<file path="config.mk">
export PLATFORM = sky130hd
export DESIGN_NAME = half_add_sub_unit
export DESIGN_NICKNAME = d
export VERILOG_FILES = /design/src/rtl/half_add_sub_unit.sv
export SDC_FILE = /design/constraint.sdc
export NUM_CORES = 1
export LEC_CHECK = 0
export BUFFER_PORTS_ARGS = -buffer_cell sky130_fd_sc_hd__buf_2
export CAP_MARGIN = 20
export CORE_AREA = 2 2 39 41
export DETAILED_ROUTE_END_ITERATION = 10
export DIE_AREA = 0 0 41 43
export GPL_TIMING_DRIVEN = 0
export PLACE_DENSITY = 0.43
export REMOVE_ABC_BUFFERS = 1
export SYNTH_ARGS = -nofsm -noshare
export SYNTH_HDL_FRONTEND = slang
export SYNTH_SLANG_ARGS = --single-unit
export TNS_END_PERCENT = 50
</file>
<file path="constraint.sdc">
create_clock -name clk -period 1.5 [get_ports clk]
set_clock_uncertainty 0.2 [all_clocks]
set_input_delay 0.375 -clock clk [delete_from_list [all_inputs] [get_ports clk]]
set_output_delay 0.375 -clock clk [all_outputs]
set_load 0.1 [all_outputs]
</file>
<file path="src/rtl/half_add_sub_unit.sv">
// Registered bank of independent 1-bit half adders and half subtractors, one valid for both paths.
// Optional registered parity output when HALF_ADD_SUB_PARITY_EN is defined.
module half_add_sub_unit #(
  parameter int LANES = 1
) (
  input  logic             clk,
  input  logic             rst,
  input  logic             in_valid,
  input  logic [LANES-1:0] a,
  input  logic [LANES-1:0] b,
  input  logic [LANES-1:0] a1,
  input  logic [LANES-1:0] b1,
  output logic             out_valid,
  output logic [LANES-1:0] sum,
  output logic [LANES-1:0] carry,
  output logic [LANES-1:0] diff,
  output logic [LANES-1:0] borrow
`ifdef HALF_ADD_SUB_PARITY_EN
  ,
  output logic             parity
`endif
);

  logic [LANES-1:0] w_sum;
  logic [LANES-1:0] w_carry;
  logic [LANES-1:0] w_diff;
  logic [LANES-1:0] w_borrow;

  logic             r_valid;
  logic [LANES-1:0] r_sum;
  logic [LANES-1:0] r_carry;
  logic [LANES-1:0] r_diff;
  logic [LANES-1:0] r_borrow;

  // Pure bitwise ops: no cross-lane propagation by construction.
  always_comb begin
    w_sum    = a ^ b;
    w_carry  = a & b;
    w_diff   = a1 ^ b1;
    w_borrow = ~a1 & b1;
  end

  always_ff @(posedge clk) begin
    if (rst) begin
      r_valid  <= 1'b0;
      r_sum    <= '0;
      r_carry  <= '0;
      r_diff   <= '0;
      r_borrow <= '0;
    end else begin
      r_valid <= in_valid;
      if (in_valid) begin
        r_sum    <= w_sum;
        r_carry  <= w_carry;
        r_diff   <= w_diff;
        r_borrow <= w_borrow;
      end
    end
  end

`ifdef HALF_ADD_SUB_PARITY_EN
  logic r_parity;

  // Parity is taken from the combinational results so it matches the values being registered.
  always_ff @(posedge clk) begin
    if (rst) begin
      r_parity <= 1'b0;
    end else if (in_valid) begin
      r_parity <= ^{w_sum, w_carry, w_diff, w_borrow};
    end
  end

  assign parity = r_parity;
`endif

  assign out_valid = r_valid;
  assign sum       = r_sum;
  assign carry     = r_carry;
  assign diff      = r_diff;
  assign borrow    = r_borrow;

endmodule

</file>
==> Word-level counts from Yosys, hierarchy flattened <==
Cells that the tools add are included.
{ "word_totals": {"regBits": 5, "output_inout_bits": 5, "word_cells": 10} }
{ "op_classes": {"bitwise": 5} }
{ "ops": {"columns": ["op", "count"], "rows": [
  ["bitwise AND 1 bit", 2],
  ["XOR 1 bit", 2],
  ["NOT 1 bit", 1]
]} }

==> Depth between registers and ports, before layout <==
Gate-level depths: netlist of the first run.
{ "logic_depth": {"word_depth": 2, "mapped_depth": 4, "depth_no_buf": 4} }

==> Worst setup path before layout of the first run <==
OpenSTA, ideal clock, no wires.
{ "synth_timing": {"path_kind": "register -> output", "startpoint": "reg r_diff (netlist: diff)", "endpoint": "out diff", "arrival_time_ns": 0.925, "t_required_ns": 0.925, "path_slack_ns": 0.000, "path_stages_with_launch": 1, "n_path_buf": 0, "cell_sequence": "dfxtp_1"} }
{ "synth_rtl": {"columns": ["item", "line_no", "text"], "rows": [
  ["start: declaration", "32", "logic [LANES-1:0] r_diff;"],
  ["start signal: assignment", "55", "r_diff <= w_diff;"],
  ["end: declaration", "16", "output logic [LANES-1:0] diff,"]
]} }
No word-level cell between the ends.

==> Worst setup path after layout of the first run <==
{ "layout_timing": {"startpoint": "reg r_sum (netlist: sum)", "endpoint": "out sum"} }
{ "layout_rtl": {"columns": ["item", "line_no", "text"], "rows": [
  ["start: declaration", "30", "logic [LANES-1:0] r_sum;"],
  ["start signal: assignment", "53", "r_sum <= w_sum;"],
  ["end: declaration", "14", "output logic [LANES-1:0] sum,"]
]} }
No word-level cell between the ends.

==> results of run 1 <==
==> metal layers <==
| metal | track usage (%) | part of all wire (%) | vias up |
|---|---|---|---|
| li1 | - | - | 86 |
| met1 | 6.472 | 51 | 68 |
| met2 | 4.375 | 32 | 12 |
| met3 | 4.712 | 17 | 0 |
| met4 | 6.000 | 0 | 0 |
| met5 | 0 | 0 | - |
==> registers in the layout (all words and copies together), names as in the netlist <==
register / cells
diff: 1
out_valid: 1
sum: 1
carry: 1
borrow: 1
==> where the power goes <==
part           total [uW]  switching (uW)  leakage, uW  internal, uW
Combinational        96.9            72.3    0.0000994          24.6
Clock                 155            54.8    0.0000150           101
Sequential            145            3.73    0.0000412           141
==> cell type report <==
type	count	area [sq um]	share of cell area (%)
timing repair buffer	11	67.56	22.04
sequential	5	100.1	32.65
multi-input combinational	11	88.84	28.98
tap	16	20.02	6.531
inverter	1	3.754	1.224
clock buffer	4	26.28	8.571
==> cell usage in the layout (no fill, tap or decap), drive strengths merged <==
cell,Yosys,routed
clkbuf,0,4
nor2b,1,1
inv,1,1
buf,1,11
ha,2,2
nor2,4,4
mux2i,3,3
a211oi,1,1
dfxtp,5,5
==> cells by family after synthesis <==
family                     share of synthesized area (%)
and+or+nand+nor                                    10.43
DFF                                                49.08
muxes                                              14.72
buffers and inverters                              7.360
adders and majority gates                          12.27
AOI/OAI and AO/OA                                  6.134
==> what timing repair did <==
item                                    CTS  global route
resized for setup                         5             0
endpoints found under the setup margin    5             0
hold buffers                              0             0
==> metrics by stage <==
stage	area, sq um	setup WS, ps
final	306.5	58.78
after global routing	306.5	14.14
after CTS	306.5	47.35
after detailed placement	267.8	182.8
after global placement	267.8	184.7
after floorplan	192.7	-0.09165
==> how the worst min path moves through the flow <==
stage	startpoint	to	cells after the start	slack [ps]
2_1_floorplan	rst	out_valid	1	250
3_3_place_gp	borrow	borrow	2	280
3_5_place_dp	carry	carry	2	280
4_1_cts	rst	borrow	2	170
5_1_grt	rst	borrow	2	170
6_report	rst	out_valid	2	170
==> impl_metrics.csv, run 1 <==
group,metric,value,unit
status,outcome,"completed",
worst_setup_path,crit_buf_inv,1,
routing,drcViolationCount,0,
logic_synthesis,yosysSeqAreaShare,49.08,%
worst_setup_path,regToRegStartpoint,"diff",
pwr,p_total,397.2,uW
placed_design,port_buffers,11,
final_layout,antenna_cells,0,
global_routing,grt_pass1_wl,510,microns
cts,htree_levels,1,
worst_setup_path,r2r_slack,710,ps
cts,clockRootBuffer,"clkbuf_4",
worst_setup_path,r2r_cells,2,
sta,maxSlewViolCount,0,
final_layout,final_nets,42,
final_layout,final_cell_count_no_fill,48,
routing,initialDrtViolationCount,0,
worst_setup_path,crit_type,"register to output pin",
sta,hold_violations,0,
logic_synthesis,ys.flop_type,"dfxtp_1",
worst_setup_path,critPathLaunchType,"register",
logic_synthesis,synth_area_leaders,"dfxtp_1 (49%), mux2i_1 (15%), ha_1 (12%), nor2_1 (7.4%), a211oi_2 (6.1%)",
worst_setup_path,worstPathRequired,920,ps
cts,postCtsSetupBuffers,0,
logic_synthesis,ys_async_sr_fraction,0,%
sta,slew_headroom,81.47,%
logic_synthesis,yosysMostFrequentCell,"dfxtp_1",
worst_setup_path,cp_slowest_cell,"dfxtp_1",
global_routing,grt_max_degree,7,
cts,clock_path_buffers,2,
routing,num_vias,166,
final_layout,area_growth,50.31,%
floorplan,start_util,14.74,%
final_layout,drive_above_1_share,46.88,%
logic_synthesis,ys_warn_count,0,
sta,worst_slew_pin_slew,280.3,ps
logic_synthesis,synth_top_area_cell,"dfxtp_1",
logic_synthesis,synth_commonest_cells,"dfxtp_1 (5), nor2_1 (4), mux2i_1 (3)",
global_routing,grt-ovfl-total,0,
sta,setup_violations,0,
floorplan,dieArea,1763,sq um
worst_setup_path,arrival,870,ps
worst_setup_path,cp_num_cells,1,
worst_setup_path,crit_chain,"buf_4",
global_routing,grt_pass1_vias,138,
worst_setup_path,crit_family,"flip-flops",
final_layout,fill_cells,154,
sta,fmax,0.6939,GHz
pwr,peakVddDrop,0.0003465,V
routing,dr.pass1.iters,1,
cts,cts_tree,"done",
sta,rsz0062_at_grt,"no",
logic_synthesis,yosys.area.top_type_share,49.08,%
cts,insertion_delay,240,ps
floorplan,rows,14,
worst_setup_path,worstSetupStartpoint,"sum",
routing,drtAntennaViolNets,0,
sta,finalCritPeriodShare,96.08,%
worst_setup_path,crit_path_max_incr_delay,330,ps
logic_synthesis,syn_area,203.9,sq um
logic_synthesis,syn_area_per_cell,11.33,sq um
sta,min_period,1441,ps
routing,viasPerCell,3.458,
pwr,power.leakage,0.0001557,uW
logic_synthesis,synth-seq-cells,5,
routing,drt-total-wl,373,microns
worst_setup_path,regToRegEndpoint,"diff",
worst_setup_path,critPathCaptureType,"output pin",
floorplan,ios,12,
hold_path,min_path_type,"input port to register",
floorplan,fp.coreArea,1384,sq um
worst_setup_path,endpoint,"sum",
global_routing,grt_antenna_before_repair,0,
logic_synthesis,netlist_instances,18,
floorplan,die_w,41,microns
worst_setup_path,crit_fanout,2,
sta,final.setup.tns,0,ps
logic_synthesis,synthDistinctLibCells,8,
cts,cts_buffers,3,
placed_design,place_inst,44,
pwr,p_per_area,1296,nW/um^2
global_routing,track_usage,5.231,%
cts,clkSlewWorstSetupHoldPaths,40,ps
run,cap_violations,0,
routing,wire_per_inst,7.771,microns
final_layout,fin_util,22.15,%
floorplan,die_h,43,microns
placed_design,gp_congestion,0.6240,
logic_synthesis,synth_edf_count,0,
sta,hold-worst-slack,169.1,ps
placed_design,dp_hpwl,290,microns
cts,cts.sinks,5,
Note: power is estimated with default switching activity, not from simulation.
==> inputs of run 2 (changes only) <==
- ABC_AREA: unset -> 1
- PLACE_DENSITY: 0.43 -> 0.45
==> impl_metrics.csv, run 2 <==
group,metric,value,unit
sta,fmax,0.6990,GHz
routing,dr.pass1.iters,2,
logic_synthesis,synth-seq-cells,5,
routing,drtAntennaViolNets,0,
final_layout,final_cell_count_no_fill,61,
worst_setup_path,critPathLaunchType,"register",
global_routing,use_met3,9.424,%
sta,rsz0062_at_grt,"no",
routing,initialDrtViolationCount,2,
logic_synthesis,netlist_instances,31,
pwr,peakVddDrop,0.0006448,V
worst_setup_path,crit_type,"register to output pin",
cts,postCtsSetupBuffers,0,
pwr,p_per_area,1249,nW/um^2
cts,clock_path_buffers,2,
cts,clkSlewWorstSetupHoldPaths,40,ps
cts,cts_tree,"done",
floorplan,fp.coreArea,1384,sq um
pwr,power.leakage,0.0001893,uW
logic_synthesis,synth_fa_ha_area_share,10.87,%
worst_setup_path,crit_chain,"buf_4",
logic_synthesis,synthXorXnorAreaFrac,0,%
global_routing,grt-ovfl-total,0,
global_routing,grt_max_degree,10,
worst_setup_path,crit_family,"flip-flops",
global_routing,busiest_layer,"met3",
final_layout,antenna_cells,0,
logic_synthesis,synth_top_family_by_area,"simple AND/OR/NAND/NOR gates",
floorplan,die_h,43,microns
placed_design,place_inst,57,
worst_setup_path,regToRegEndpoint,"borrow",
worst_setup_path,regToRegStartpoint,"borrow",
cts,post_cts_resize_count,5,
final_layout,area_growth,44.57,%
logic_synthesis,syn_area,230.2,sq um
logic_synthesis,synthDistinctLibCells,8,
logic_synthesis,yosysMostFrequentCell,"nor2_1",
cts,insertion_delay,240,ps
worst_setup_path,cp_slowest_cell,"dfxtp_1",
worst_setup_path,worstSetupStartpoint,"sum",
floorplan,start_util,16.64,%
logic_synthesis,syn_area_per_cell,7.426,sq um
placed_design,port_buffers,11,
worst_setup_path,arrival,860,ps
floorplan,rows,14,
global_routing,grt_use_met2,7.813,%
worst_setup_path,r2r_cells,2,
sta,slew_headroom,81.57,%
routing,num_vias,224,
placed_design,dp_hpwl,313.6,microns
sta,finalCritPeriodShare,95.37,%
cts,cts_buffers,3,
final_layout,final_cell_mix,"nor2_1 (8), inv_1 (6), nand2_1 (6), buf_2 (6)",
floorplan,ios,12,
routing,drt-total-wl,390,microns
global_routing,grt_pass1_wl,676,microns
logic_synthesis,synth_top_area_cell,"dfxtp_1",
final_layout,design_area,332.8,sq um
sta,hold_violations,0,
floorplan,die_w,41,microns
status,outcome,"completed",
logic_synthesis,synth_area_leaders,"dfxtp_1 (43%), nor2_1 (13%), ha_1 (11%), inv_1 (9.8%), nand2_1 (9.8%)",
sta,worst_slew_pin_slew,278.7,ps
worst_setup_path,cp_num_cells,1,
cts,postCtsHoldBufs,0,
worst_setup_path,r2r_slack,720,ps
logic_synthesis,synth_commonest_cells,"nor2_1 (8), inv_1 (6), nand2_1 (6)",
worst_setup_path,critPathCaptureType,"output pin",
logic_synthesis,synth.mux.area_fraction,0,%
final_layout,final_nets,55,
cts,clockRootBuffer,"clkbuf_4",
worst_setup_path,worstPathRequired,920,ps
routing,wire_per_inst,6.393,microns
logic_synthesis,ys.flop_type,"dfxtp_1",
worst_setup_path,endpoint,"sum",
routing,drcViolationCount,0,
logic_synthesis,synth_edf_count,0,
worst_setup_path,crit_buf_inv,1,
cts,htree_levels,1,
global_routing,grt_pass1_vias,195,
logic_synthesis,ys_async_sr_fraction,0,%
logic_synthesis,yosys.area_share.simple,30.98,%
sta,min_period,1431,ps
run,cap_violations,0,
final_layout,drive_above_1_share,37.78,%
global_routing,track_usage,6.653,%
logic_synthesis,ys_warn_count,0,
logic_synthesis,yosys.area.top_type_share,43.48,%
placed_design,placed_area,294.0,sq um
pwr,p_total,415.5,uW
floorplan,dieArea,1763,sq um
global_routing,grt_use_met1,5.537,%
hold_path,min_path_type,"input port to register",
global_routing,grt_antenna_before_repair,0,
sta,maxSlewViolCount,0,
cts,cts.sinks,5,
logic_synthesis,synth_compound_area_share,0,%
worst_setup_path,crit_fanout,2,
final_layout,final_common_cell,"nor2_1",
sta,setup_violations,0,
worst_setup_path,crit_path_max_incr_delay,330,ps
routing,viasPerCell,3.672,
placed_design,gp_congestion,0.6432,
logic_synthesis,yosysSeqAreaShare,43.48,%
==> run 2: final cells by class <==
| type | count | area, sq um |
|---|---|---|
| multi-input combinational | 19 | 96.34 |
| tap | 16 | 20.02 |
| sequential | 5 | 100.1 |
| timing repair buffer | 11 | 67.56 |
| fill | 160 | 1051 |
| inverter | 6 | 22.52 |
| clock buffer | 4 | 26.28 |
==> run 2: routing by layer <==
metal,share of wire [%],up-vias
met2,45,10
met5,0,-
met1,39,99
li1,-,115
met3,15,0
met4,0,0
==> run 2: cell families after synthesis <==
group	count (synthesis)
adders and majority gates	2
buffers and inverters	7
DFF	5
and+or+nand+nor	17
==> run 2: worst min-delay path by stage <==
| stage | from | endpoint | slack, ps | cells after the start |
|---|---|---|---|---|
| after floorplan | rst | out_valid | 250 | 1 |
| after global placement | carry | carry | 260 | 2 |
| after detailed placement | carry | carry | 260 | 2 |
| after CTS | rst | out_valid | 90 | 2 |
| after global routing | rst | out_valid | 90 | 2 |
| final | rst | out_valid | 100 | 2 |
==> run 2: where the power goes <==
part           switching (uW)  total, uW  leakage (uW)  internal (uW)
clock network            53.3        154     0.0000150            100
logic                    87.9        115      0.000133           27.3
registers                3.93        147     0.0000415            143
==> run 2: per-stage QoR <==
stage | utilization [%] | setup TNS, ps | setup slack [ps] | hold slack, ps
5_1_grt | 24.05 | 0 | 28.35 | 86.35
4_1_cts | 24.05 | 0 | 58.98 | 94.54
2_1_floorplan | - | -0.2749 | -0.09165 | 246.2
3_3_place_gp | 21.25 | 0 | 189.8 | 261.2
6_report | 24.05 | 0 | 69.39 | 100.7
3_5_place_dp | 21.25 | 0 | 193.9 | 261.0
==> inputs of run 3 (changes only) <==
- MAX_ROUTING_LAYER: unset -> met4
==> impl_metrics.csv, run 3 (synthesis gave the netlist of run 2 again) <==
group,metric,value,unit
routing,drtAntennaViolNets,0,
floorplan,die_h,43,microns
pwr,p_per_area,1244,nW/um^2
routing,num_vias,221,
worst_setup_path,crit_family,"flip-flops",
placed_design,gp_congestion,0.6487,
routing,viasPerCell,3.623,
floorplan,dieArea,1763,sq um
worst_setup_path,r2r_slack,720,ps
hold_path,hold_end,"out_valid",
final_layout,final_cell_count_no_fill,61,
final_layout,drive_above_1_share,37.78,%
global_routing,grt_max_degree,10,
global_routing,grt_antenna_before_repair,0,
cts,cts_buffers,3,
final_layout,fill_cells,160,
sta,fmax,0.7002,GHz
cts,postCtsSetupBuffers,0,
worst_setup_path,regToRegEndpoint,"borrow",
sta,maxSlewViolCount,0,
final_layout,final_nets,55,
pwr,switching_power,143.8,uW
final_layout,final_common_cell,"nor2_1",
cts,cts_tree,"done",
floorplan,fp.coreArea,1384,sq um
sta,hold_violations,0,
worst_setup_path,worstPathRequired,920,ps
floorplan,rows,14,
placed_design,place_inst,57,
global_routing,grt_pass1_vias,192,
routing,initialDrtViolationCount,4,
global_routing,grt_pass1_wl,669,microns
routing,drt-total-wl,391,microns
worst_setup_path,worstSetupStartpoint,"sum",
routing,dr.pass1.iters,4,
worst_setup_path,crit_type,"register to output pin",
floorplan,ios,12,
worst_setup_path,crit_fanout,2,
placed_design,dp_hpwl,313.6,microns
sta,finalCritPeriodShare,95.21,%
placed_design,pre_cts_slack,193.9,ps
sta,slew_headroom,81.57,%
hold_path,min_path_type,"input port to register",
cts,insertion_delay,240,ps
floorplan,start_util,16.64,%
worst_setup_path,crit_buf_inv,1,
cts,clockRootBuffer,"clkbuf_4",
routing,drcViolationCount,0,
cts,clkSlewWorstSetupHoldPaths,40,ps
routing,wire_per_inst,6.410,microns
pwr,p_int,270.3,uW
pwr,clkPwrFrac,36.8,%
global_routing,grt-ovfl-total,0,
cts,cts.sinks,5,
sta,setup_slack,71.84,ps
hold_path,min_path_cells,2,
status,outcome,"completed",
final_layout,final_cell_mix,"nor2_1 (8), inv_1 (6), nand2_1 (6), buf_2 (6)",
worst_setup_path,crit_path_max_incr_delay,330,ps
placed_design,port_buffers,11,
cts,htree_levels,1,
sta,worst_slew_pin_slew,278.7,ps
sta,rsz0062_at_grt,"no",
sta,min_period,1428,ps
pwr,swShare,34.72,%
sta,setup_violations,0,
run,cap_violations,0,
global_routing,track_usage,6.818,%
pwr,peakVddDrop,0.0006406,V
pwr,power.leakage,0.0001893,uW
worst_setup_path,cp_slowest_cell,"dfxtp_1",
worst_setup_path,critPathLaunchType,"register",
worst_setup_path,r2r_cells,2,
pwr,p_total,414.1,uW
floorplan,die_w,41,microns
worst_setup_path,crit_chain,"buf_4",
worst_setup_path,arrival,850,ps
pwr,seqPwrFrac,35.4,%
hold_path,min_from,"rst",
worst_setup_path,regToRegStartpoint,"borrow",
final_layout,antenna_cells,0,
final_layout,area_growth,44.57,%
cts,clock_path_buffers,2,
pwr,power_frac_comb,27.8,%
worst_setup_path,critPathCaptureType,"output pin",
run 3: layout make-up:
class	instances	area [sq um]	share of cell area (%)
clock buffers	4	26.28	7.895
multi-input cells	19	96.34	28.95
inverters	6	22.52	6.767
repair buffers	11	67.56	20.30
flip-flops and latches	5	100.1	30.08
well taps	16	20.02	6.015
run 3: power by group through the flow:
| stage | clock [uW] | sequential, uW | combinational (uW) |
|---|---|---|---|
| after floorplan | 0 | 214 | 22.2 |
| after global placement | 0 | 149 | 111 |
| after detailed placement | 0 | 148 | 111 |
| after CTS | 161 | 147 | 117 |
| after global routing | 179 | 147 | 124 |
| final | 152 | 147 | 115 |
run 3: worst max path at each step:
stage,slack (ps),to,depth (start not counted)
global placement,190,sum,1
finish,70,sum,1
global route,30,sum,1
floorplan,-0.09,carry,0
CTS,60,sum,1
detailed placement,190,sum,1
run 3: stage by stage:
step	util [%]	hold WS [ps]	cell area [sq um]	setup TNS, ps
final	24.05	104.3	332.8	0
after detailed placement	21.25	261.0	294.0	0
after global routing	24.05	86.35	332.8	0
after CTS	24.05	94.54	332.8	0
after global placement	21.25	261.2	294.0	0
after floorplan	-	246.2	219.0	-0.2749
run 3: per-layer routing:
layer  vias up  wire (microns)  track usage, %  share of wire, %
met1        98             165           5.537                42
met3         0              50           9.424                13
met5         -               0               -                 0
met2         8             175           7.813                45
li1        115               -               -                 -
met4         0               0           4.000                 0
run 3: timing repair:
| item | in CTS | in global routing |
|---|---|---|
| setup endpoints to repair | 5 | 0 |
| resized for setup | 5 | 0 |
| endpoints found under the hold margin | 0 | 0 |
| hold buffers | 0 | 0 |
